### src/rtl/fpadd_share_ctrl.sv
// Round-robin front end that time-shares one free-running, 3-phase serial FP adder.
// Operands go onto the adder's single input bus in phase; sums come back tagged with the requester id.
module fpadd_share_ctrl #(
    parameter int unsigned N_REQ = 4,
    localparam int unsigned IDW  = $clog2(N_REQ)
) (
    input  logic                  i_clock,
    input  logic                  i_reset,
    input  logic [N_REQ-1:0]      i_req_valid,
    input  logic [N_REQ*32-1:0]   i_req_a,
    input  logic [N_REQ*32-1:0]   i_req_b,
    output logic [N_REQ-1:0]      o_req_ready,
    output logic                  o_rsp_valid,
    output logic [IDW-1:0]        o_rsp_id,
    output logic [31:0]           o_rsp_sum,
    output logic                  o_busy,
    output logic                  o_sync_err,
    output logic [31:0]           o_adder_a,
    input  logic                  i_adder_ready,
    input  logic [31:0]           i_adder_sum
);

    localparam int unsigned DW = 32;

    typedef enum logic [1:0] {
        S_IDLE   = 2'd0,
        S_OPA    = 2'd1,
        S_OPB    = 2'd2,
        S_RESULT = 2'd3
    } state_t;

    state_t          r_state;
    logic [IDW-1:0]  r_ptr;
    logic [IDW-1:0]  r_id;
    logic [DW-1:0]   r_b;

    logic            w_found;
    logic [IDW-1:0]  w_win;
    logic [DW-1:0]   w_op_a;
    logic [DW-1:0]   w_op_b;
    logic            w_grant;
    logic [IDW-1:0]  w_ptr_next;

    // First requester at or above the pointer, then wrap to the bottom of the vector.
    always_comb begin
        w_found = 1'b0;
        w_win   = '0;
        w_op_a  = '0;
        w_op_b  = '0;
        for (int i = 0; i < int'(N_REQ); i++) begin
            if (!w_found && i_req_valid[i] && (i >= int'(r_ptr))) begin
                w_found = 1'b1;
                w_win   = IDW'(i);
                w_op_a  = i_req_a[DW*i +: DW];
                w_op_b  = i_req_b[DW*i +: DW];
            end
        end
        for (int i = 0; i < int'(N_REQ); i++) begin
            if (!w_found && i_req_valid[i]) begin
                w_found = 1'b1;
                w_win   = IDW'(i);
                w_op_a  = i_req_a[DW*i +: DW];
                w_op_b  = i_req_b[DW*i +: DW];
            end
        end
    end

    assign w_grant     = !i_reset && i_adder_ready && w_found &&
                         ((r_state == S_IDLE) || (r_state == S_RESULT));
    assign w_ptr_next  = (w_win == IDW'(N_REQ - 1)) ? '0 : w_win + IDW'(1);
    assign o_req_ready = w_grant ? (N_REQ'(1) << w_win) : '0;
    assign o_busy      = (r_state != S_IDLE);

    // Any adder_ready level out of phase drops the operation and latches sync_err.
    always_ff @(posedge i_clock or posedge i_reset) begin
        if (i_reset) begin
            r_state     <= S_IDLE;
            r_ptr       <= '0;
            r_id        <= '0;
            r_b         <= '0;
            o_adder_a   <= '0;
            o_rsp_valid <= 1'b0;
            o_rsp_id    <= '0;
            o_rsp_sum   <= '0;
            o_sync_err  <= 1'b0;
        end else begin
            o_rsp_valid <= 1'b0;
            if (w_grant) begin
                r_b       <= w_op_b;
                r_id      <= w_win;
                r_ptr     <= w_ptr_next;
                o_adder_a <= w_op_a;
            end
            case (r_state)
                S_IDLE: begin
                    if (w_grant) begin
                        r_state <= S_OPA;
                    end
                end
                S_OPA: begin
                    if (i_adder_ready) begin
                        o_sync_err <= 1'b1;
                        r_state    <= S_IDLE;
                    end else begin
                        o_adder_a <= r_b;
                        r_state   <= S_OPB;
                    end
                end
                S_OPB: begin
                    if (i_adder_ready) begin
                        o_sync_err <= 1'b1;
                        r_state    <= S_IDLE;
                    end else begin
                        r_state <= S_RESULT;
                    end
                end
                S_RESULT: begin
                    if (!i_adder_ready) begin
                        o_sync_err <= 1'b1;
                        r_state    <= S_IDLE;
                    end else begin
                        o_rsp_valid <= 1'b1;
                        o_rsp_sum   <= i_adder_sum;
                        o_rsp_id    <= r_id;
                        r_state     <= w_grant ? S_OPA : S_IDLE;
                    end
                end
                default: r_state <= S_IDLE;
            endcase
        end
    end

endmodule

### config.mk
export PLATFORM = sky130hd
export DESIGN_NAME = fpadd_share_ctrl
export DESIGN_NICKNAME = d
export VERILOG_FILES = /design/src/rtl/fpadd_share_ctrl.sv
export SDC_FILE = /design/constraint.sdc
export NUM_CORES = 1
export LEC_CHECK = 0
export ABC_AREA = 0
export BUFFER_PORTS_ARGS = -buffer_cell sky130_fd_sc_hd__buf_2
export CORE_MARGIN = 4
export CORE_UTILIZATION = 40
export DETAILED_ROUTE_END_ITERATION = 8
export MAX_ROUTING_LAYER = met4
export PLACE_DENSITY = 0.66
export SLEW_MARGIN = 20
export SYNTH_ARGS = -nofsm -noshare
export SYNTH_HDL_FRONTEND = slang
export SYNTH_SLANG_ARGS = --single-unit
### constraint.sdc
create_clock -name i_clock -period 3.9 [get_ports i_clock]
set_input_delay 0.195 -clock i_clock [delete_from_list [all_inputs] [get_ports i_clock]]
set_output_delay 0.195 -clock i_clock [all_outputs]
set_load 0.05 [all_outputs]
Word level (Yosys, flattened, before mapping)
Cells that the tools add are included.
- flip-flop bits (word level): 106
- input port bits: 295
- output and inout bits: 73
- logic and storage cells: 96
- add/subtract/negate cells: 1
- order comparisons: 3
- equal/unequal tests: 7
- shift operators: 1
- mux-type cells: 47
- reduce and logical (&&, ||, !) cells: 28
- operators by type and width (operator ; count):
    $mux W32 ; 19
    $mux W2 ; 10
    $mux W1 ; 15
    $logic_and A1 B1 Y1 ; 13
    $logic_not A1 Y1 ; 8
    $pmux W2 S4 ; 1
    $eq A2 B2 Y1 const B ; 3
    $ge A1 B2 Y1 const A ; 2
    $mux W4 ; 1
    $ne A2 B2 Y1 const B ; 2
    $reduce_bool A2 Y1 ; 2
    $shl A1 B2 Y4 const A ; 1
    $reduce_and A3 Y1 ; 1
    $add A2 B1 Y2 const B ; 1
    $eq A2 B1 Y1 const B ; 1
    $ge A2 B2 Y1 const A ; 1
    $logic_not A2 Y1 ; 1
    $ne A2 B1 Y1 const B ; 1
    $pmux W1 S2 ; 1
    $reduce_and A2 Y1 ; 1
    $reduce_or A2 Y1 ; 1
    $logic_or A1 B1 Y1 ; 1

Longest topological paths before layout
Gate-level depths: netlist of the first run.
- word-level depth: 31
- depth in mapped cells: 9
- mapped depth without buffers: 7

Least setup slack after synthesis of the first run
No wires, ideal clock.
- path type: flip-flop to output port
- start point: reg r_state[0]
- end point: out o_req_ready[0]
- data arrival time: 2.108 ns
- data required time: 3.705 ns
- setup slack: 1.597 ns
- stages on the path, launching flop included: 8
- path buffers: 3
- cells stage by stage: dfrtp_1 > inv_1 > ha_1 > nor3_1 > buf_2 > buf_2 > clkbuf_1 > and2_1
- cells in the longest elaborated chain, start to end: 4
- elaborated cells between the ends (all ways): 5
- classes of those cells: 1 x eq/ne; 1 x mux; 3 x reduce/logical
- ends and longest elaborated chain (element ; line ; RTL):
    from (decl) ; 32 ; state_t r_state;
    from (signal assigned) ; 125 ; r_state <= w_grant ? S_OPA : S_IDLE;
    $eq A2 B2 Y1 / $logic_not A2 Y1 (equally long branches) ; 69 ; ((r_state == S_IDLE) || (r_state == S_RESULT));
    $logic_or A1 B1 Y1 * ; 69 ;
    $logic_and A1 B1 Y1 * ; 68 ; assign w_grant = !i_reset && i_adder_ready && w_found &&
    $mux W4 * ; 71 ; assign o_req_ready = w_grant ? (N_REQ'(1) << w_win) : '0;
    to (decl) ; 12 ; output logic [N_REQ-1:0] o_req_ready,
Mark *: on every way between the ends. The rest lies on a longest branch, timed or not.

Worst setup path in the final report of the first run
- start point: reg r_ptr[1]
- end point: out o_req_ready[2]
- elaborated cells between the ends (all ways): 39
- classes of those cells: 3 x order compare; 1 x shift; 16 x mux; 19 x reduce/logical
- RTL lines (element ; line ; RTL):
    from (decl) ; 33 ; logic [IDW-1:0] r_ptr;
    from (signal assigned) ; 91 ; r_ptr <= w_ptr_next;
    $ge A1 B2 Y1 ; 51 ; if (!w_found && i_req_valid[i] && (i >= int'(r_ptr))) begin
    $logic_and A1 B1 Y1 ; 51 ;
    $mux W1 ; 51 ;
    $logic_not A1 Y1 ; 51 ;
    $logic_and A1 B1 Y1 (2 in a row) ; 51 ;
    $mux W1 ; 51 ;
    $logic_not A1 Y1 ; 51 ;
    $logic_and A1 B1 Y1 (2 in a row) ; 51 ;
    [11 not listed] ; -- ;
    $logic_and A1 B1 Y1 ; 59 ; if (!w_found && i_req_valid[i]) begin
    $mux W1 ; 59 ;
    $logic_not A1 Y1 ; 59 ;
    $logic_and A1 B1 Y1 ; 59 ;
    $mux W2 * ; 59 ;
    named net w_win[0] ; 38 ; logic [IDW-1:0] w_win;
    $shl A1 B2 Y4 * ; 71 ;
    $mux W4 * ; 71 ;
Mark *: on every way through the listed nets, which the timed path passes. The rest lies on a longest branch.

==> results of run 1 <==
-- routing by layer --
layer,vias to the layer above,part of all wire (%),track usage [%]
li1,4565,-,-
met1,4746,40,39.2
met2,660,47,46.2
met3,85,9.6,5.52
met4,0,3.4,11.4
met5,-,0,-
-- sequential cells by signal, summed over array words and instances, names as in the netlist --
register     flops
o_rsp_id         2
r_id             2
o_adder_a       32
r_ptr            2
o_rsp_sum       32
r_b             32
o_sync_err       1
r_state          2
o_rsp_valid      1
-- what timing repair did --
action	4_1_cts	5_1_grt
endpoints found under the hold margin	48	0
buffers inserted	0	0
endpoints found under the setup margin	0	0
hold buffers	1	0
-- worst max path at each step --
stage                    startpoint                      to  cells past startpoint
2_1_floorplan               i_reset  o_adder_a[0]$_DFF_PP0_                      1
4_1_cts        r_ptr[1]$_DFFE_PP0N_          o_req_ready[2]                      7
3_5_place_dp   r_ptr[1]$_DFFE_PP0N_          o_req_ready[2]                      7
6_report       r_ptr[1]$_DFFE_PP0N_          o_req_ready[2]                      7
3_3_place_gp   r_ptr[1]$_DFFE_PP0N_          o_req_ready[0]                      7
5_1_grt        r_ptr[1]$_DFFE_PP0N_          o_req_ready[2]                      7
-- where the power goes --
| group | internal (W) | leakage (nW) | switching, W |
|---|---|---|---|
| clock network | 0.000456 | 0.146 | 0.000490 |
| registers | 0.00159 | 1.27 | 0.000390 |
| logic | 0.00163 | 3.56 | 0.00314 |
| total | 0.00368 | 4.98 | 0.00402 |
-- kinds of logic (layout without fill, tap and decap cells) --
family / Yosys count / count (layout)
compound gates: 390 / 390
fa+ha+maj: 9 / 9
buf+inv: 127 / 420
flops: 106 / 106
mux: 35 / 35
other cells: 0 / 10
simple gates: 378 / 378
-- synth_stat cells, drive strengths merged, types with 22 or more instances --
| cell type | number | share of area, % |
|---|---|---|
| mux2 | 35 | 4.6 |
| nor2 | 88 | 3.9 |
| and3 | 25 | 1.9 |
| and3b | 45 | 4.6 |
| or3 | 25 | 1.8 |
| nand3 | 43 | 2.5 |
| o211ai | 22 | 2.5 |
| a211oi | 39 | 3.4 |
| a21oi | 53 | 3.2 |
| o21ai | 66 | 3.9 |
| a31oi | 52 | 3.8 |
| buf | 53 | 3.5 |
| o311ai | 23 | 2.4 |
| dfrtp | 106 | 31 |
| nand2 | 127 | 5.6 |
| a32o | 39 | 4.6 |
| clkbuf | 64 | 2.8 |
-- critical path, cell delays in order (launching register included) --
cell and delay, ns:
dfrtp_2 0.82, buf_4 0.56, nor3_1 0.12, nor3_1 0.46, inv_1 0.15, ha_1 0.23
and2_1 0.13, buf_2 0.20
-- area by class of cell --
type	count	area, um2	share of cell area (%)
multi-input cells	812	5360	49.5
flip-flops and latches	106	2660	24.5
clock inverters	7	68.8	0.636
well taps	275	344	3.18
repair buffers	394	2100	19.5
diodes	10	25.0	0.231
inverters	10	40.0	0.370
clock buffers	9	225	2.08
-- metrics by stage --
stage | hold WS [ns] | instances | setup WS [ns]
3_5_place_dp | 0.355 | 1596 | 1.12
3_3_place_gp | 0.353 | 1596 | 1.19
2_1_floorplan | 0.342 | 1045 | 0.916
4_1_cts | 0.0511 | 1613 | 0.713
5_1_grt | 0.0580 | 1621 | 0.539
6_report | 0.0588 | 1623 | 0.675
==> metrics.txt, run 1 <==
compound-cell area share of the yosys netlist roughly 33%; GRT Resource Usage Total 29.9%; reg2reg start r_state[0]$_DFFE_PP0P_; clock skew 0.00594 ns; Max-slew headroom between 30% and 40%; CP endpoint kind output port; Netlist cell types 54; Post-DP HPWL between 20 and 30 mm; Net Count, Synth between 1000 and 1500; RSZ-0062 raised after global routing no; # nets final 1637; final hold violation count 0; FF-to-FF setup slack 0.95 ns; post-route ant nets 0; maxcap violations 0; IO Port Bufs roughly 370; Post-Place Cell Area between 0.01 and 0.015 mm2; post-synthesis sequential area ratio a little over 30%; Syn Area/Cell 8.15 um2; most common cell after layout, fill and taps aside buf_2; CTS Sinks between 100 and 150; core area around 0.021 mm2; CTS tree yes; post-synthesis simple-gate area fraction 22.7%; Reg clk slew, reported paths 0.08 ns; Slew @ Worst Pin approximately 1.0 ns; gr ovfl total 0; global-route wire length before repair 55.3 mm; Post-synth EDFFs 0; peak supply drop 0.000275 V; Min-Delay Endpoint o_rsp_sum[0]$_DFFE_PP0P_; Synth Area in Adders under 10%; average wire per standard cell around 23 um; Final setup violation count 0; CTS Buffer Depth 2; Power per Cell Area about 700 mW/mm2; Initial Utilization 40.6%; Crit Path Max Fanout 39; # IOs 368; Hold WC Path Type in2reg; Tot Pwr just under 0.008 W; number of synthesized register bits 106; Worst Path Arrival ~3.0 ns; HP Start i_adder_sum[0]; WS Path Type reg2out; CTS resizes 0; fmax between 0.3 and 0.4 GHz; Clock Latency Late Sink 0.36 ns; initial antenna violation count 8; # DRC 0; largest family of logic cells by synthesized area compound AO/OA/AOI/OAI gates; First-pass DRT Iterations 5; Layout fillers ~2100; Final Max Tran Viols 0; layout cells sized above 1 a little over a third; H-tree depth 3; Synth Cell Area 0.00852 mm2; status complete, no violations; vias between 10000 and 15000; Root Driver clkbuf_16; Synth Flop Type dfrtp_1; fin util around half; DRT iter0 DRCs about 1000; commonest cells after routing, fill and taps aside buf_2, nand2_1, dfrtp_1, nor2_1, o21ai_0; period utilization 82.7%; largest net degree at the start of global routing 94; Num CTS Buffers 9; hold depth 2; yosys warns 0; final WL 36.9 mm; CP Data Required Time about 3.7 ns; post-synthesis xor/xnor area fraction 0%; vias per cell roughly 6.2; leakage 4.98 nW; Post-synth ARST share between 90% and 100%; vias in the first global route ~9700; Die X-Extent 154 um; type of origin of the critical path flop; die height 154 um; row count 53; final setup TNS 0 ns; P&R area growth vs syn 27.0%; minimum clock period about 3.2 ns; FF-to-FF End r_b[28]$_DFFE_PP0N_; R2R cell count 6; Finished Cell Area about 0.011 mm2; Die ar. 0.0237 mm2; post-synthesis mux area share under 10%; RD Place Congestion between 0.9 and 1; cell count after synthesis 1045
Note: power is estimated with default switching activity, not from simulation.
==> run 2, diff against run 1 <==
==> constraint.sdc (replaced) <==
create_clock -name i_clock -period 3.2 [get_ports i_clock]
set_input_delay 0.16 -clock i_clock [delete_from_list [all_inputs] [get_ports i_clock]]
set_output_delay 0.16 -clock i_clock [all_outputs]
set_load 0.05 [all_outputs]
==> run 2 against run 1 <==
Core utilization is 0.19 points higher. Sequential power is 20% higher. Setup slack worse by 0.39 ns. First-iteration DRC count is 0.29% lower. Global-route usage is 1.3 points higher. Via count is 1.5% higher. Total power is 23% higher. Count of clock-buffer cells in the layout stayed put.
==> metrics.txt, run 2 (synthesis results as in run 1) <==
die height 154 um (unchanged); DRT iter0 DRCs 1023 (-0.29%); CTS Sinks 106 (unchanged); Reg area 0.00266 mm2 (unchanged); maxcap violations 0 (unchanged); CP endpoint kind output port; commonest cells after routing, fill and taps aside buf_2, nand2_1, dfrtp_1, nor2_1, o21ai_0; Layout fillers 2053 (+0.098%); Top Registers o_adder_a: 32 flops, o_rsp_sum: 32 flops, r_b: 32 flops; # nets final 1641 (+0.24%); CTS Buffer Depth 2 (unchanged); CP Data Required Time 3.04 ns (-0.66 ns); Slew @ Worst Pin 0.955 ns (-0.0910 ns); post-route ant nets 0 (unchanged); Num CTS Buffers 9 (unchanged); type of origin of the critical path flop; period utilization between 90% and 100%; average wire per standard cell 23.4 um (+3.0%); # IOs 368 (unchanged); Initial Utilization 40.6% (unchanged); Die ar. 0.0237 mm2 (unchanged); initial antenna violation count 10 (+2); Final Max Tran Viols 0 (unchanged); GRT Resource Usage Total 31.2% (+1.3 points); Reg clk slew, reported paths 0.08 ns (about the same); gr ovfl total 0 (unchanged); multi-input logic area 0.00536 mm2 (unchanged); minimum clock period about 2.9 ns; Post-Place Cell Area 0.0105 mm2 (+0.17%); FF-to-FF setup slack 0.64 ns (-0.31 ns); row count 53 (unchanged); Max-slew headroom 36.2% (+5.9 points); final setup TNS 0 ns (unchanged); postcts setup bufs 0 (unchanged); vias in the first global route 9769 (+0.95%); WS Path Type reg2out; vias 10200 (+1.5%); fmax ~0.34 GHz; core area 0.0210 mm2 (unchanged); final WL 38.1 mm (+3.3%); HP Start i_adder_sum[1]; P&R area growth vs syn 27.5%; most common cell after layout, fill and taps aside buf_2; Hold WC Path Type in2reg; clock skew 0.0115 ns (+0.00553 ns); Post-DP HPWL 26.8 mm (+3.1%); RD Place Congestion 0.928 (-3.2%); IO Port Bufs 367 (unchanged); Final setup violation count 0 (unchanged); leakage 5.00 nW (+0.45%); Power per Cell Area 871 mW/mm2 (+22%); Worst Path Arrival 2.76 ns (-0.27 ns); peak supply drop 0.000383 V (+39%); Die X-Extent 154 um (unchanged); First-pass DRT Iterations 5 (unchanged); CTS tree yes; global-route wire length before repair 57.2 mm (+3.3%); Worst Setup SP r_ptr[1]$_DFFE_PP0N_; vias per cell 6.27 (+1.2%); largest net degree at the start of global routing 62 (-34%); status complete, no violations; # DRC 0 (unchanged); Finished Cell Area 0.0109 mm2 (+0.37%); final hold violation count 0 (unchanged); Clock Latency Late Sink 0.37 ns (about the same); layout cells sized above 1 35.9% (+0.19 points); Crit Path Max Fanout 30 (-23%); reg2reg start r_state[0]$_DFFE_PP0P_; Root Driver clkbuf_16; RSZ-0062 raised after global routing no; H-tree depth 3 (unchanged)
-- run 2: cell count changes in the layout (fill, tap and decap cells not counted), sizes merged --
cell / before / now
clkinv: 2 / 3
inv: 15 / 14
buf: 393 / 397
-- run 2: worst paths after layout --
kind                                            endpoint  cells after the start
worst max-delay path                      o_req_ready[2]                      7
worst max register to register       r_b[26]$_DFFE_PP0N_                      5
min in group asynchronous       o_rsp_sum[3]$_DFFE_PP0P_                      3
worst min register to register    o_sync_err$_DFFE_PP0P_                      1
worst min-delay path            o_rsp_sum[1]$_DFFE_PP0P_                      2
max in group asynchronous        o_adder_a[31]$_DFF_PP0_                      4
-- run 2: critical path, stage by stage (launching register included) --
cell and delay (ns):
dfrtp_2 0.65, buf_4 0.42, nor3_1 0.11, nor3_1 0.49, inv_1 0.14, ha_1 0.23, and2_1 0.13, buf_2 0.20
-- run 2: report_power, final --
| group | leakage [nW] | internal, W | switching [W] |
|---|---|---|---|
| registers | 1.27 | 0.00194 | 0.000441 |
| logic | 3.57 | 0.00199 | 0.00388 |
| clock network | 0.154 | 0.000570 | 0.000632 |
| total | 5.00 | 0.00450 | 0.00495 |
-- run 2: routing by layer --
metal	up-vias	GRT usage, %	part of all wire (%)
li1	4575	-	-
met1	4806	41.1	40
met2	726	47.6	46
met3	95	5.83	10
met4	0	12.4	3.5
met5	-	-	0
-- run 2: timing repair --
action / CTS / global route
hold buffers: 1 / 0
resized for setup: 0 / 0
setup endpoints to repair: 0 / 0
endpoints found under the hold margin: 45 / 0
-- run 2: metrics by stage --
stage | instances | setup slack [ns] | total power [W] | utilization (%) | hold WS (ns)
after floorplan | 1045 | 0.251 | 0.00652 | - | 0.307
after global placement | 1600 | 0.756 | 0.00813 | 50.1 | 0.302
after detailed placement | 1600 | 0.696 | 0.00822 | 50.1 | 0.307
after CTS | 1617 | 0.282 | 0.00944 | 51.7 | 0.00351
after global routing | 1627 | 0.182 | 0.00999 | 51.8 | 0.00183
final | 1627 | 0.282 | 0.00945 | 51.8 | 0.0173
-- run 2: layout make-up --
type	count	area share, %
Multi-Input combinational cell	812	49.3
Sequential cell	106	24.5
Timing Repair Buffer	398	19.5
Clock inverter	7	0.841
Tap cell	275	3.17
Antenna cell	10	0.230
Clock buffer	9	2.07
Inverter	10	0.369
==> run 3, diff against run 2 <==
--- a/config.mk
+++ b/config.mk
@@ -11,7 +11,7 @@
 export CORE_UTILIZATION = 40
 export DETAILED_ROUTE_END_ITERATION = 8
 export MAX_ROUTING_LAYER = met4
-export PLACE_DENSITY = 0.66
+export PLACE_DENSITY = 0.69
 export SLEW_MARGIN = 20
 export SYNTH_ARGS = -nofsm -noshare
 export SYNTH_HDL_FRONTEND = slang
==> constraint.sdc (replaced) <==
create_clock -name i_clock -period 2.45 [get_ports i_clock]
set_input_delay 0.1225 -clock i_clock [delete_from_list [all_inputs] [get_ports i_clock]]
set_output_delay 0.1225 -clock i_clock [all_outputs]
set_load 0.05 [all_outputs]
==> run 3 against run 2 <==
Via count increased by 1.3%. Register-to-register slack got worse by 0.44 ns. Combinational power increased by 34%. Critical endpoint is now o_req_ready[1]. Wire length decreased by 2.2%. Cell count increased by 2.6%. Count of clock-buffer cells in the layout unchanged. Sequential power increased by 29%.
==> metrics.txt, run 3 (synthesis results as in run 1) <==
Combinational Power Share 63.4% (+1.3 points); Worst Path Arrival 2.21 ns (-0.55 ns); FF-to-FF End o_adder_a[23]$_DFF_PP0_; maxcap violations 0 (unchanged); row count 53 (unchanged); switching fraction of total power 51.5% (-0.87 points); R2R cell count 7 (+2); Num CTS Buffers 9 (unchanged); RSZ-0062 raised after global routing no; final hold violation count 0 (unchanged); clock skew 0.00761 ns (-0.00387 ns); Final Max Tran Viols 0 (unchanged); IO Port Bufs 367 (unchanged); Crit Path Max Fanout 39 (+30%); most common cell after layout, fill and taps aside buf_2; average wire per standard cell 22.3 um (-4.6%); reg2reg start r_state[0]$_DFFE_PP0P_; Post-DP HPWL 26.7 mm (-0.35%); type of origin of the critical path flop; global-route wire length before repair 56.4 mm (-1.3%); Clock Latency Late Sink 0.36 ns (about the same); vias 10300 (+1.3%); WS Path Type reg2out; Max-slew headroom 63.8% (+28 points); NetSw 0.00640 W (+29%); post-route ant nets 0 (unchanged); Min-Delay Endpoint o_rsp_sum[24]$_DFFE_PP0P_; fmax about 0.43 GHz; P_int 0.00603 W (+34%); leakage 5.20 nW (+3.9%); status complete, no violations; Die X-Extent 154 um (unchanged); P&R area growth vs syn 32.7%; H-tree depth 3 (unchanged); gr ovfl total 0 (unchanged); FF-to-FF setup slack 0.20 ns (-0.44 ns); sequential power share 24.7% (-0.5 points); postcts setup bufs 0 (unchanged); minimum clock period 2.33 ns; worst hold slack 0.00757 ns (-0.00969 ns); final WL 37.2 mm (-2.2%); vias per cell 6.19 (-1.2%); DRT iter0 DRCs 913 (-11%); core area 0.0210 mm2 (unchanged); # nets final 1685 (+2.7%); Final setup violation count 0 (unchanged); CTS Buffer Depth 2 (unchanged); initial antenna violation count 8 (-2); peak supply drop 0.000460 V (+20%); Slew @ Worst Pin 0.542 ns (-0.413 ns); clock share of power 11.9% (-0.8 points); Initial Utilization 40.6% (unchanged); CTS tree yes; CP endpoint kind output port; # DRC 0 (unchanged); largest net degree at the start of global routing 63 (+1.6%); RD Place Congestion 0.917 (-1.1%); layout cells sized above 1 36.0% (+0.086 points); CTS Sinks 106 (unchanged); GRT Resource Usage Total 30.5% (-0.71 points); final setup TNS 0 ns (unchanged); vias in the first global route 10000 (+2.5%); HP Start i_adder_sum[24]; hold depth 2 (unchanged); period utilization approximately 95%; Top Registers o_adder_a: 32 flops, o_rsp_sum: 32 flops, r_b: 32 flops; Reg clk slew, reported paths 0.08 ns (about the same); fin util 53.9% (+2.1 points); commonest cells after routing, fill and taps aside buf_2, nand2_1, dfrtp_1, nor2_1, o21ai_0; CP Data Required Time 2.33 ns (-0.71 ns); First-pass DRT Iterations 6 (+1); Root Driver clkbuf_16; Power per Cell Area 1100 mW/mm2 (+26%); die height 154 um (unchanged); Die ar. 0.0237 mm2 (unchanged); # IOs 368 (unchanged); Hold WC Path Type in2reg; Layout fillers 1982 (-3.5%)
-- run 3: power groups by stage --
stage	logic, W	clock network [W]	registers, W
6_report	0.00788	0.00148	0.00307
5_1_grt	0.00840	0.00157	0.00316
4_1_cts	0.00781	0.00150	0.00304
3_5_place_dp	0.00775	0	0.00307
3_3_place_gp	0.00764	0	0.00305
2_1_floorplan	0.00393	0	0.00459
-- run 3: routing by layer --
layer	routed length, um	GRT usage [%]	part of all wire (%)	up-vias
li1	-	-	-	4657
met1	14600	39.4	39	4870
met2	18000	49.0	48	722
met3	3500	4.19	9.4	90
met4	1210	11.3	3.2	0
met5	0	-	0	-
-- run 3: through the flow --
stage | instances | total power (W) | setup slack [ns] | cell area (um2)
6_report | 1669 | 0.0124 | 0.117 | 11300
5_1_grt | 1669 | 0.0131 | 0.00688 | 11300
4_1_cts | 1661 | 0.0124 | 0.0663 | 11300
3_5_place_dp | 1617 | 0.0108 | 0.258 | 10700
3_3_place_gp | 1617 | 0.0107 | 0.335 | 10700
2_1_floorplan | 1045 | 0.00852 | 0.220 | 8520
-- run 3: worst max-delay path by stage --
stage / from / cells after the start / slack (ns) / endpoint
6_report: r_state[0]$_DFFE_PP0P_ / 6 / 0.12 / o_req_ready[1]
5_1_grt: r_state[0]$_DFFE_PP0P_ / 6 / 0.007 / o_req_ready[3]
4_1_cts: r_state[0]$_DFFE_PP0P_ / 6 / 0.07 / o_req_ready[1]
3_5_place_dp: r_state[0]$_DFFE_PP0P_ / 7 / 0.26 / o_adder_a[23]$_DFF_PP0_
3_3_place_gp: r_state[0]$_DFFE_PP0P_ / 7 / 0.33 / r_b[25]$_DFFE_PP0N_
2_1_floorplan: r_state[0]$_DFFE_PP0P_ / 7 / 0.22 / o_req_ready[0]
-- run 3: critical path: stages (launching register included) --
cell      delay (ns)
dfrtp_1         0.40
inv_1           0.10
ha_1            0.38
nor3_4          0.30
buf_12          0.23
and2_1          0.19
clkbuf_4        0.24
-- run 3: cell type report --
cell class / count / area [um2] / share of cell area [%]
Tap cell: 275 / 344 / 3.05
Multi-Input combinational cell: 812 / 5360 / 47.4
Timing Repair Buffer: 442 / 2590 / 22.9
Clock buffer: 9 / 225 / 1.99
Inverter: 10 / 41.3 / 0.365
Sequential cell: 106 / 2660 / 23.5
Antenna cell: 8 / 20.0 / 0.177
Clock inverter: 7 / 67.6 / 0.598
-- run 3: what timing repair did --
item | 4_1_cts | 5_1_grt
hold buffers | 28 | 0
setup endpoints to repair | 1 | 3
hold endpoints to repair | 49 | 0
resized for setup | 1 | 3
